File: src/rtl/instruction_loader_pkg.sv
// instruction_loader_pkg
// Shared constants for the program loader: FSM state encodings, the HALT
// sentinel word, the default instruction memory depth and the register
// clear value.
package instruction_loader_pkg;

    localparam int BITS_FOR_STATE_COUNTER_LOADER = 3;

    localparam logic [BITS_FOR_STATE_COUNTER_LOADER-1:0] STATE_LOADER_IDLE  = 3'd0;
    localparam logic [BITS_FOR_STATE_COUNTER_LOADER-1:0] STATE_LOADER_RECV  = 3'd1;
    localparam logic [BITS_FOR_STATE_COUNTER_LOADER-1:0] STATE_LOADER_WRITE = 3'd2;
    localparam logic [BITS_FOR_STATE_COUNTER_LOADER-1:0] STATE_LOADER_DONE  = 3'd3;
    localparam logic [BITS_FOR_STATE_COUNTER_LOADER-1:0] STATE_LOADER_ERROR = 3'd4;

    // The program image ends with this word; it is written like any other word.
    localparam logic [31:0] HALT_WORD = 32'hFFFF_FFFF;

    localparam int DEFAULT_MEM_DEPTH_WORDS = 256;

    // Register clear value shared by all loader registers.
    localparam logic CLEAR = 1'b0;

endpackage

File: src/rtl/instruction_loader_word_assembler.sv
// instruction_loader_word_assembler
// Packs accepted stream bytes into a 32-bit big-endian word (first byte ends
// up in the MSBs) and flags the acceptance of the 4th byte.
// Ports:
//   i_clk            clock
//   i_reset          asynchronous active-low reset
//   i_clear          synchronous clear of byte counter and shift register
//   i_byte_accept    byte on i_byte is consumed this cycle
//   i_byte           stream byte
//   o_word           assembled word (valid the cycle after word_complete)
//   o_word_complete  the byte accepted this cycle completes a word
module instruction_loader_word_assembler
    import instruction_loader_pkg::*;
(
    input  logic        i_clk,
    input  logic        i_reset,
    input  logic        i_clear,
    input  logic        i_byte_accept,
    input  logic [7:0]  i_byte,
    output logic [31:0] o_word,
    output logic        o_word_complete
);

    logic [1:0]  byte_idx;
    logic [31:0] shift;

    always_ff @(posedge i_clk or negedge i_reset) begin
        if (!i_reset) begin
            byte_idx <= {2{CLEAR}};
            shift    <= {32{CLEAR}};
        end else if (i_clear) begin
            byte_idx <= {2{CLEAR}};
            shift    <= {32{CLEAR}};
        end else if (i_byte_accept) begin
            shift    <= {shift[23:0], i_byte};
            byte_idx <= byte_idx + 2'd1;
        end
    end

    // Only feeds the FSM next-state logic, never a top-level output.
    assign o_word_complete = i_byte_accept && (byte_idx == 2'd3);
    assign o_word          = shift;

endmodule

File: src/rtl/instruction_loader.sv
// instruction_loader
// Writer side of the instruction memory: receives a byte stream, packs it into
// big-endian words and writes them at byte addresses 0, 4, 8, ... while holding
// the PC in clear. The load ends on the HALT word (done) or when the last
// memory word has been written without seeing HALT (error).
// Ports:
//   i_clk, i_reset   clock, asynchronous active-low reset
//   i_start          level-sampled start (IDLE/DONE/ERROR only)
//   i_byte_valid     i_byte carries a valid byte
//   i_byte           stream byte
//   o_byte_ready     a byte can be accepted this cycle
//   o_wr_en          one-cycle memory write strobe
//   o_wr_addr        word-aligned byte address of the write
//   o_wr_data        word being written
//   o_cpu_clear      PC clear, high while loading and in ERROR
//   o_done           load finished on HALT
//   o_error          memory filled before HALT
module instruction_loader
    import instruction_loader_pkg::*;
#(
    parameter int PC_SIZE          = 32,
    parameter int INSTRUCTION_SIZE = 32,
    parameter int MEM_DEPTH_WORDS  = DEFAULT_MEM_DEPTH_WORDS
) (
    input  logic                        i_clk,
    input  logic                        i_reset,
    input  logic                        i_start,
    input  logic                        i_byte_valid,
    input  logic [7:0]                  i_byte,
    output logic                        o_byte_ready,
    output logic                        o_wr_en,
    output logic [PC_SIZE-1:0]          o_wr_addr,
    output logic [INSTRUCTION_SIZE-1:0] o_wr_data,
    output logic                        o_cpu_clear,
    output logic                        o_done,
    output logic                        o_error
);

    localparam int IDX_W = (MEM_DEPTH_WORDS > 1) ? $clog2(MEM_DEPTH_WORDS) : 1;
    localparam logic [IDX_W-1:0] LAST_IDX = IDX_W'(MEM_DEPTH_WORDS - 1);

    logic [BITS_FOR_STATE_COUNTER_LOADER-1:0] state, state_next;
    logic [IDX_W-1:0] word_idx, word_idx_next;
    logic             asm_clear;
    logic             byte_accept;
    logic             word_complete;
    logic [31:0]      word;
    logic             in_write;

    assign byte_accept = i_byte_valid && (state == STATE_LOADER_RECV);

    instruction_loader_word_assembler u_word_assembler (
        .i_clk           (i_clk),
        .i_reset         (i_reset),
        .i_clear         (asm_clear),
        .i_byte_accept   (byte_accept),
        .i_byte          (i_byte),
        .o_word          (word),
        .o_word_complete (word_complete)
    );

    always_comb begin
        state_next    = state;
        word_idx_next = word_idx;
        asm_clear     = 1'b0;
        case (state)
            STATE_LOADER_IDLE, STATE_LOADER_DONE, STATE_LOADER_ERROR: begin
                if (i_start) begin
                    state_next    = STATE_LOADER_RECV;
                    word_idx_next = '0;
                    asm_clear     = 1'b1;
                end
            end
            STATE_LOADER_RECV: begin
                if (word_complete) state_next = STATE_LOADER_WRITE;
            end
            STATE_LOADER_WRITE: begin
                if (word == HALT_WORD) begin
                    state_next = STATE_LOADER_DONE;
                end else if (word_idx == LAST_IDX) begin
                    // Index stays saturated so the address never wraps.
                    state_next = STATE_LOADER_ERROR;
                end else begin
                    word_idx_next = word_idx + 1'b1;
                    state_next    = STATE_LOADER_RECV;
                end
            end
            default: state_next = STATE_LOADER_IDLE;
        endcase
    end

    always_ff @(posedge i_clk or negedge i_reset) begin
        if (!i_reset) begin
            state    <= STATE_LOADER_IDLE;
            word_idx <= {IDX_W{CLEAR}};
        end else begin
            state    <= state_next;
            word_idx <= word_idx_next;
        end
    end

    // All outputs decode registered state only.
    assign in_write     = (state == STATE_LOADER_WRITE);
    assign o_byte_ready = (state == STATE_LOADER_RECV);
    assign o_wr_en      = in_write;
    assign o_wr_addr    = in_write ? (PC_SIZE'(word_idx) << 2) : '0;
    assign o_wr_data    = in_write ? INSTRUCTION_SIZE'(word) : '0;
    assign o_cpu_clear  = (state == STATE_LOADER_RECV) || in_write
                          || (state == STATE_LOADER_ERROR);
    assign o_done       = (state == STATE_LOADER_DONE);
    assign o_error      = (state == STATE_LOADER_ERROR);

endmodule
File: config.mk
export PLATFORM = sky130hd
export DESIGN_NAME = instruction_loader
export DESIGN_NICKNAME = d
export VERILOG_FILES = /design/src/rtl/instruction_loader_pkg.sv /design/src/rtl/instruction_loader_word_assembler.sv /design/src/rtl/instruction_loader.sv
export SDC_FILE = /design/constraint.sdc
export NUM_CORES = 1
export LEC_CHECK = 0
export CAP_MARGIN = 20
export CORE_MARGIN = 4
export CORE_UTILIZATION = 28
export CTS_CLUSTER_SIZE = 10
export DETAILED_ROUTE_END_ITERATION = 8
export SLEW_MARGIN = 30
export SYNTH_ARGS = -nofsm -noshare
export SYNTH_HDL_FRONTEND = slang
export SYNTH_SLANG_ARGS = --single-unit
export TNS_END_PERCENT = 100
File: constraint.sdc
create_clock -name i_clk -period 2.4 [get_ports i_clk]
set_input_delay 0.6 -clock i_clk [delete_from_list [all_inputs] [get_ports i_clk]]
set_output_delay 0.6 -clock i_clk [all_outputs]
set_load 0.02 [all_outputs]
Word-level counts from Yosys, hierarchy flattened
Cells that the tools add are included.

Reduce and logical (&&, ||, !) cells: 10. $add $sub $neg: 2. Muxes and demuxes: 17. Equal/unequal tests: 11.

Operators with widths (number): 32-bit 2-to-1 mux (3); 32-bit == test (second input constant) (1); 8-bit 2-to-1 mux (3); 8-bit case mux with 2 select lines (1); 3-bit 2-to-1 mux (4); 10-bit 2-to-1 mux (1); 3-bit case mux with 3 select lines (1); 8-bit by 1-bit adder with 8-bit output (second input constant) (1); 8-bit == test (second input constant) (1); 3-bit by 2-bit == test with 1-bit output (second input constant) (2); 2-bit inequality test (second input constant) (3); 2-bit 2-to-1 mux (2); 4-bit AND reduction (1); 2-bit nonzero test (2); 3-bit by 1-bit == test with 1-bit output (second input constant) (1); 3-bit == test (second input constant) (1); 3-bit logical NOT (1); 3-bit OR reduction (1); 2-bit by 1-bit adder with 2-bit output (second input constant) (1); 2-bit == test (second input constant) (1); 1-bit logical AND (2); 1-bit logical OR (2); 1-bit 2-to-1 mux (2); 2-bit by 1-bit inequality test with 1-bit output (second input constant) (1); 2-bit AND reduction (1).

Register bits after elaboration: 45. Bits of input ports: 12. Output and inout port bits: 69. Word-level logic and storage cells: 44.

Logic depth before layout (Yosys ltp)
Gate-level depths: netlist of the first run.

Depth after elaboration: 5. Mapped depth: 7. Mapped depth without buffers: 6.

Modules after synthesis
A second synthesis of the first run with hierarchy kept.

Cells, all modules: 279. Area, all modules: 2761.4 um2.

By module, submodules not included: instruction_loader_word_assembler (instances 1, seq. area each 850.8 um2, area an instance 1427.6 um2, cells each 112); instruction_loader (instances 1, seq. area each 275.3 um2, area an instance 1333.8 um2, cells each 167).

Worst setup path before layout of the first run
No wires, ideal clock.

Kind: flip-flop to output port. Start point: register state[0]. End point: output o_wr_data[10]. Data arrival time: 1369 ps. Buffers on the path: 3. Stages on the path, launching flop included: 6. Path slack: 431 ps. Cell sequence: dfrtp_1 buf_6 nor2_4 clkbuf_1 clkbuf_1 and3_1.

Cells in the longest elaborated chain, start to end: 2.

Ends and longest elaborated chain: start, declared (RTL line instruction_loader.sv:42) `logic [BITS_FOR_STATE_COUNTER_LOADER-1:0] state, state_next;`; start signal, assigned (RTL line instruction_loader.sv:97) `state <= state_next;`; 3-bit by 2-bit == test with 1-bit output (RTL line instruction_loader.sv:103) `assign in_write = (state == STATE_LOADER_WRITE);`; 32-bit 2-to-1 mux (RTL line instruction_loader.sv:107) `assign o_wr_data = in_write ? INSTRUCTION_SIZE'(word) : '0;`; end, declared (RTL line instruction_loader.sv:33) `output logic [INSTRUCTION_SIZE-1:0] o_wr_data,`.

No other way between the ends.

Final worst setup path of the first run
Start point: register state[0]. End point: output o_cpu_clear.

Cells in the longest elaborated chain, start to end: 3. Elaborated cells between the ends (all ways): 5. Those cells by class: 3 x eq/ne; 2 x reduce/logical.

Ends and longest elaborated chain: 3-bit by 1-bit == test with 1-bit output or 3-bit by 2-bit == test with 1-bit output (tied branches) (RTL line instruction_loader.sv:108, instruction_loader.sv:103); 1-bit logical OR (RTL line instruction_loader.sv:108) `assign o_cpu_clear = (state == STATE_LOADER_RECV) || in_write`; 1-bit logical OR (*) (RTL line instruction_loader.sv:109) `|| (state == STATE_LOADER_ERROR);`; end, declared (RTL line instruction_loader.sv:34) `output logic o_cpu_clear,`.

Every way passes the cells marked *; elsewhere a longest branch is shown, timed or not.

==> results of run 1 <==
kinds of logic after synthesis:
family	synth area share
flops	0.424
fa+ha+maj	0.00943
buf+inv	0.125
xor+xnor	0.00660
other cells	0.00141
mux	0.00801
simple gates	0.308
compound gates	0.117
final cells by class:
type,count,area [sq um]
sequential,45,1130
timing repair buffer,66,616
fill,986,5920
tap,129,161
multi-input combinational,244,1280
clock inverter,3,46.3
clock buffer,5,68.8
inverter,4,15.0
report_power, final:
group | total, uW | internal, uW | switching (uW)
Clock | 590 | 312 | 278
Sequential | 1280 | 1020 | 258
Combinational | 989 | 375 | 614
Total | 2860 | 1710 | 1150
synth_stat cells, types with 3 or more instances:
cell / n / area (sq um)
nand2_1: 79 / 297
dfrtp_1: 45 / 1130
and3_1: 38 / 238
a21oi_1: 36 / 180
buf_4: 26 / 195
clkbuf_1: 12 / 45.0
nand4_1: 10 / 62.6
o21ai_0: 7 / 35.0
nand3_1: 6 / 30.0
buf_6: 5 / 56.3
buf_2: 4 / 20.0
inv_1: 4 / 15.0
nor2_1: 4 / 15.0
a211o_1: 3 / 26.3
registers in the layout, summed over array words and instances (netlist names):
register / flops
state: 3
word_idx: 8
u_word_assembler.o_word: 32
u_word_assembler.byte_idx: 2
what timing repair did:
action | CTS | global route
hold endpoints to repair | 0 | 0
buffers inserted | 0 | 0
endpoints found under the setup margin | 44 | 1
cloned | 0 | 0
gates resized for setup | 45 | 1
pin swaps | 0 | 0
routing by layer:
layer | up-vias | share of wire
li1 | 1138 | -
met1 | 1047 | 0.48
met3 | 6 | 0.062
met2 | 67 | 0.45
met4 | 0 | 0.011
met5 | - | 0
metrics by stage:
step	worst slack [ps]	area, sq um	total power (uW)	hold slack (ps)
floorplan	431	2740	1970	304
global placement	152	3250	2290	502
detailed placement	159	3250	2320	520
CTS	36.9	3310	2900	287
global route	55.6	3320	3090	292
finish	151	3320	2860	273
path summary, 6_finish.rpt:
kind                              from                           end  cells past startpoint
hold reg to reg            word_idx[0]                   word_idx[0]                      1
max in group asynchronous      i_reset                      state[2]                      2
setup reg to reg              state[1]  u_word_assembler.byte_idx[0]                      7
hold / removal                 i_reset                   word_idx[4]                      1
setup / recovery              state[0]                   o_cpu_clear                      4
min in group i_clk         word_idx[0]                   word_idx[0]                      1
critical path: stages (launching register included):
cell           delay [ps]
dfrtp_1               410
buf_4                 180
xor2_1                160
mux2_2                270
dlygate4sd2_1         320
==> results.txt, run 1 <==
status: complete, no violations
die width: 105 um
M2 GR Usage: 0.187
Worst R2R Setup Slack: 510 ps
Most Crowded Layer GR: met2
overall routing resource usage: 0.124
mapped cell area: 0.00265 sq mm
Skew-Pair Late Insertion Delay: 300 ps
crit share post-route: 0.937
crit path DAT: 1650 ps
most common cell after layout, fill and taps aside: nand2_1
clock slew at reported path FFs: 90 ps
Clock Skew: 5.85 ps
drt via density: 4.55
Routed Antenna Nets: 0
vias: 2258
M1 GR Usage: 0.176
CTS H-tree depth: 2
Synth Instances: 317
Hold Violations, Final: 0
final HPWL from detailed placement: 4.78 mm
maxcap violations: 0
kind of critical path: reg2out
Synth cell types: 43
gpl congestion: 0.801
PwrDens: 861 mW/mm^2
clock buffer depth: 2
Final TNS setup: 0 ps
ant diodes: 0
Avg Cell Area, Syn: 8.37 sq um
CTS Hold Bufs: 0
maximum clock frequency: 0.445 GHz
global-route wire length before repair: 11.4 mm
IO Port Bufs: 56
initial core utilization: 0.287
nets: 380
vias in the first global route: 2226
peak supply drop: 0.466 mV
num ports: 81
DRC: 0
max-slew violation count: 0
largest net degree at the start of global routing: 35
clk sink count: 45
Static Leak: 0.00175 uW
CP Data Required Time: 1800 ps
DR iter-0 viols: 121
CTS buffer count: 5
grt met3 use: 0.0300
die area: 0.0111 sq mm
CTS tree: done
drt pass-1 iters: 4
DP Cell Count: 488
CTS Root Buffer Type: clkbuf_8
CORE AREA: 0.00924 sq mm
layout cells sized above 1: 0.0817
type of origin of the critical path: flip-flop
post-route insts no fill: 496
Setup Viol. Count Final: 0
Post-synth EDFFs: 0
Primary FF master, synth: dfrtp_1
Worst Max-Slew Pin Slew: 544 ps
most frequent cells in the layout: 79 x nand2_1, 44 x dlygate4sd2_1, 44 x dfrtp_1, 38 x and3_1, 36 x a21oi_1
RSZ-0062 raised after global routing: no
fin crit period: 2250 ps
slew margin rel.: 0.638
Die Y: 105 um
fin util: 0.359
Worst Hold Class: in2async
register bit count reported by yosys: 45
initial antenna violation count: 0
drt total wl: 6.73 mm
CP Max Fanout: 12
Yosys Warn Count: 0
Worst setup EP type: output pin
num rows: 35
grt total ovfl: 0
post-synthesis sequential area ratio: 0.424
Post-synth ARST share: 1.00
P&R area growth vs syn: 25.0%
Avg WL per Cell: 13.6 um
No activity file was read; power rests on OpenSTA's default activity.
==> run 2, diff against run 1 <==
- REMOVE_ABC_BUFFERS: not set -> 1
==> run 2 against run 1 <==
Clock power down 6.8%. Sequential power hardly changed. Critical path depth unchanged. Hold slack got worse by 49 ps.
==> results.txt, run 2 (synthesized netlist as in run 1, its figures left out) <==
status: complete, no violations
DR iter-0 viols: 146
die width: 105 um
gpl congestion: 0.747
Die Y: 105 um
CP Max Fanout: 11
die area: 0.0111 sq mm
Post-CTS Setup Inserts: 0
reg2reg start: word_idx[0]
Worst Hold Class: in2async
CTS Hold Bufs: 0
clock slew at reported path FFs: 80 ps
Avg WL per Cell: 13.2 um
PwrDens: 845 mW/mm^2
Clock Skew: 6.40 ps
crit path DAT: 1640 ps
CTS H-tree depth: 2
num rows: 35
vias in the first global route: 2146
CTS tree: done
num ports: 81
maximum clock frequency: 0.447 GHz
drt via density: 4.64
type of origin of the critical path: flip-flop
FF-to-FF path depth: 6
CORE AREA: 0.00924 sq mm
most frequent cells in the layout: 79 x nand2_1, 45 x dlygate4sd2_1, 44 x dfrtp_1, 38 x and3_1, 36 x a21oi_1
max-slew violation count: 0
pre-CTS WS: 202 ps
ant diodes: 0
final HPWL from detailed placement: 4.85 mm
initial antenna violation count: 0
vias: 2310
max reg flops: 32
Worst setup EP type: output pin
clk sink count: 45
Routed Antenna Nets: 0
worst flop-to-flop path endpoint: word_idx[1]
most common cell after layout, fill and taps aside: nand2_1
initial core utilization: 0.287
CP Data Required Time: 1800 ps
P&R area growth vs syn: 24.5%
grt total ovfl: 0
Final WS setup: 165 ps
grt met3 use: 0.0263
overall routing resource usage: 0.119
DRC: 0
Setup Viol. Count Final: 0
Final TNS setup: 0 ps
CTS buffer count: 5
crit share post-route: 0.931
nets: 383
Most Crowded Layer GR: met2
kind of critical path: reg2out
Hold Violations, Final: 0
maxcap violations: 0
fin util: 0.358
CTS Root Buffer Type: clkbuf_8
M2 GR Usage: 0.191
Worst R2R Setup Slack: 630 ps
RSZ-0062 raised after global routing: no
IO Port Bufs: 56
global-route wire length before repair: 10.7 mm
layout cells sized above 1: 0.0894
clock buffer depth: 2
largest net degree at the start of global routing: 35
Skew-Pair Late Insertion Delay: 290 ps
fin crit period: 2240 ps
drt pass-1 iters: 4
peak supply drop: 0.757 mV
M1 GR Usage: 0.161
Static Leak: 0.00175 uW
drt total wl: 6.58 mm
-- run 2: cell types whose count changed in the layout (fill, tap and decap cells not counted), sizes merged --
cell | before | now
dlygate4sd2 | 44 | 45
buf | 11 | 14
dlymetal6s2s | 1 | 0
clkinvlp | 1 | 0
-- run 2: final cells by class --
cell class	count	area [sq um]
clock buffer	5	68.8
clock inverter	2	35.0
fill	982	5940
inverter	4	15.0
multi-input combinational	244	1290
sequential	45	1130
tap	129	161
timing repair buffer	69	609
-- run 2: power by group --
part / switching (uW) / internal, uW
Sequential: 262 / 1020
Clock: 247 / 303
Combinational: 598 / 362
-- run 2: metal layers --
metal	up-vias	wire (um)
met4	0	68
met1	1092	3040
li1	1144	-
met2	69	3130
met3	5	344
met5	-	0
-- run 2: per-stage QoR --
step / power (uW) / cells / area, sq um / hold WS (ps)
2_1_floorplan: 1830 / 293 / 2420 / 304
3_3_place_gp: 2270 / 491 / 3250 / 501
3_5_place_dp: 2290 / 491 / 3250 / 522
4_1_cts: 2820 / 498 / 3300 / 238
5_1_grt: 3030 / 498 / 3300 / 246
6_report: 2790 / 498 / 3300 / 223
-- run 2: worst max-delay path by stage --
stage                        start                      endpoint  slack, ps
after detailed placement  state[0]                  o_byte_ready        200
after global routing      state[0]                  o_wr_data[1]         50
after floorplan           state[1]  u_word_assembler.byte_idx[0]       -160
final                     state[0]                   o_cpu_clear        160
after CTS                 state[0]                   o_cpu_clear        150
after global placement    state[0]                  o_byte_ready        180
-- run 2: timing repair --
item	in CTS	in global routing
resized for setup	47	0
setup endpoints to repair	45	0
hold endpoints to repair	0	0
-- run 2: worst max-delay path, stage by stage, from the launching register on --
cell and delay (ps):
dfrtp_1 420, buf_4 190, xor2_1 160, mux2_2 260, dlygate4sd2_1 320
==> run 3, diff against run 2 <==
- ABC_AREA: not set -> 1
==> run 3 against run 2 <==
Final cell count is 3.6% higher. Total power is 15% higher. Core utilization is 0.20 points lower. Global-route usage is 0.19 points lower. Combinational power is 52% higher. First-iteration DRC count is 40% lower. Sequential share of layout area is 0.31 points higher. Synthesized area is 0.85% lower. Critical path type unchanged. Die area is 0.79% lower. Sequential power is 9% lower.
==> results.txt, run 3 <==
vias in the first global route: 2251
Largest delay share family, worst path: buffers and inverters
overall routing resource usage: 0.117
clock buffer depth: 2
CTS buffer count: 5
# fillers: 995
final hold slack: 289 ps
total chip power: 3200 uW
Clock Skew: 12.5 ps
die width: 105 um
die area: 0.0110 sq mm
drt pass-1 iters: 4
crit-path cells: inv_2 -> nand2_1 -> nor2_1 -> clkdlybuf4s50_1
mapped cell area: 0.00263 sq mm
CP Data Required Time: 1800 ps
Worst setup EP type: output pin
PwrDens: 980 mW/mm^2
type of origin of the critical path: flip-flop
CTS Hold Bufs: 0
layout cells sized above 1: 0.0815
Synth cell types: 31
Reg area: 0.00113 sq mm
multiplexer share of the synthesized area: 0
Post-synth ARST share: 1.00
Static Leak: 0.00160 uW
post-synthesis compound-gate area fraction: 0.0899
multi-input logic area: 0.00113 sq mm
post-synthesis xor/xnor area fraction: 0.00666
vias: 2236
Synth top cells by count: 77 x nand2_1, 65 x nor2_1, 48 x inv_1
main area contributors after synthesis: dfrtp_1 43%, nand2_1 11%, nor2_1 9.3%, buf_4 7.1%, inv_1 6.8%
kind of critical path: reg2out
DRC: 0
CP bufs+invs: 2
Primary FF master, synth: dfrtp_1
fin crit period: 2290 ps
Slowest Stage Delay on Critical Path: 640 ps
Post-CTS Setup Inserts: 0
post-synthesis sequential area ratio: 0.428
top-count cell post-synth: nand2_1
adder-cell area share of the yosys netlist: 0.00951
maximum clock frequency: 0.437 GHz
CP Max Fanout: 7
most common cell after layout, fill and taps aside: nand2_1
nets: 418
CTS Root Buffer Type: clkbuf_8
gpl congestion: 0.745
peak supply drop: 0.317 mV
largest family of logic cells by synthesized area: simple AND/OR/NAND/NOR gates
Die Y: 105 um
register bit count reported by yosys: 45
Area after DPL: 0.00321 sq mm
post-synthesis simple-gate area fraction: 0.288
drt via density: 4.33
CTS tree: done
Yosys Warn Count: 0
IO Port Bufs: 56
maxcap violations: 0
Worst Max-Slew Pin Slew: 573 ps
initial core utilization: 0.286
CTS H-tree depth: 2
largest net degree at the start of global routing: 42
Resize count post-CTS: 42
Setup Viol. Count Final: 0
Routed Antenna Nets: 0
max reg flops: 32
global-route wire length before repair: 10.8 mm
Hold Violations, Final: 0
clock slew at reported path FFs: 90 ps
slew margin rel.: 0.618
critical path's slowest cell: clkdlybuf4s50_1
crit path DAT: 1690 ps
area share of the leading cell type in the synthesized netlist: 0.428
Post-synth EDFFs: 0
grt total ovfl: 0
max-slew violation count: 0
clk sink count: 45
ant diodes: 0
RSZ-0062 raised after global routing: no
crit share post-route: 0.954
Yosys top cell by area: dfrtp_1
drt total wl: 6.27 mm
most frequent cells in the layout: 77 x nand2_1, 65 x nor2_1, 48 x inv_1, 45 x dfrtp_1, 39 x dlygate4sd2_1
status: complete, no violations
num rows: 35
num ports: 81
Avg Cell Area, Syn: 7.56 sq um
final instance area: 0.00327 sq mm
Worst Hold Class: in2async
CORE AREA: 0.00920 sq mm
Skew-Pair Late Insertion Delay: 300 ps
Final TNS setup: 0 ps
Synth Instances: 348
initial antenna violation count: 0
DR iter-0 viols: 87
P&R area growth vs syn: 24.3%
Avg WL per Cell: 12.1 um
final HPWL from detailed placement: 4.74 mm
## run 3: cell types whose count changed in the layout (fill, tap and decap cells not counted), sizes merged, moves of 4 or more
cell         previous run  this run
nor2                    5        68
inv                     4        53
and3                   40         0
a21oi                  36         3
o22ai                   1        24
buf                    14         7
dlygate4sd2            45        39
nand3                   6        12
nor4                    4         0
## run 3: report_power, final
part | switching [uW] | internal [uW] | leakage (uW)
registers | 142 | 1020 | 0.000608
logic | 993 | 471 | 0.000934
clock network | 266 | 312 | 0.0000585
## run 3: logic make-up after synthesis
group,after synthesis
compound gates,38
xor+xnor,2
fa+ha+maj,2
buf+inv,88
flops,45
other cells,1
simple gates,172
## run 3: area by class of cell
cell class,instances,share of cell area
Inverter,52,0.0597
Multi-Input combinational cell,238,0.344
Clock inverter,3,0.0134
Clock buffer,5,0.0210
Tap cell,111,0.0425
Timing Repair Buffer,62,0.175
Sequential cell,45,0.344
## run 3: per-stage QoR
stage	std cells	setup slack, ps	util
after floorplan	335	394	-
after global placement	508	143	0.349
after detailed placement	508	106	0.349
after CTS	516	57.1	0.356
after global routing	516	2.34	0.356
final	516	110	0.356
## run 3: path summary, 6_finish.rpt
check | endpoint | cells past startpoint | slack [ps] | start
setup / recovery | o_error | 4 | 110 | state[0]
hold / removal | u_word_assembler.o_word[7] | 1 | 290 | i_reset
setup reg to reg | word_idx[7] | 11 | 710 | state[2]
hold reg to reg | u_word_assembler.byte_idx[1] | 2 | 520 | u_word_assembler.byte_idx[1]
max in group asynchronous | state[0] | 2 | 1590 | i_reset
min in group i_clk | u_word_assembler.byte_idx[1] | 2 | 520 | u_word_assembler.byte_idx[1]
## run 3: per-layer routing
layer | global-route usage | share of wire | vias up
li1 | - | - | 1152
met1 | 0.158 | 0.48 | 1032
met2 | 0.192 | 0.47 | 50
met3 | 0.0229 | 0.041 | 2
met4 | 0.0309 | 0.0070 | 0
met5 | 0 | 0 | -
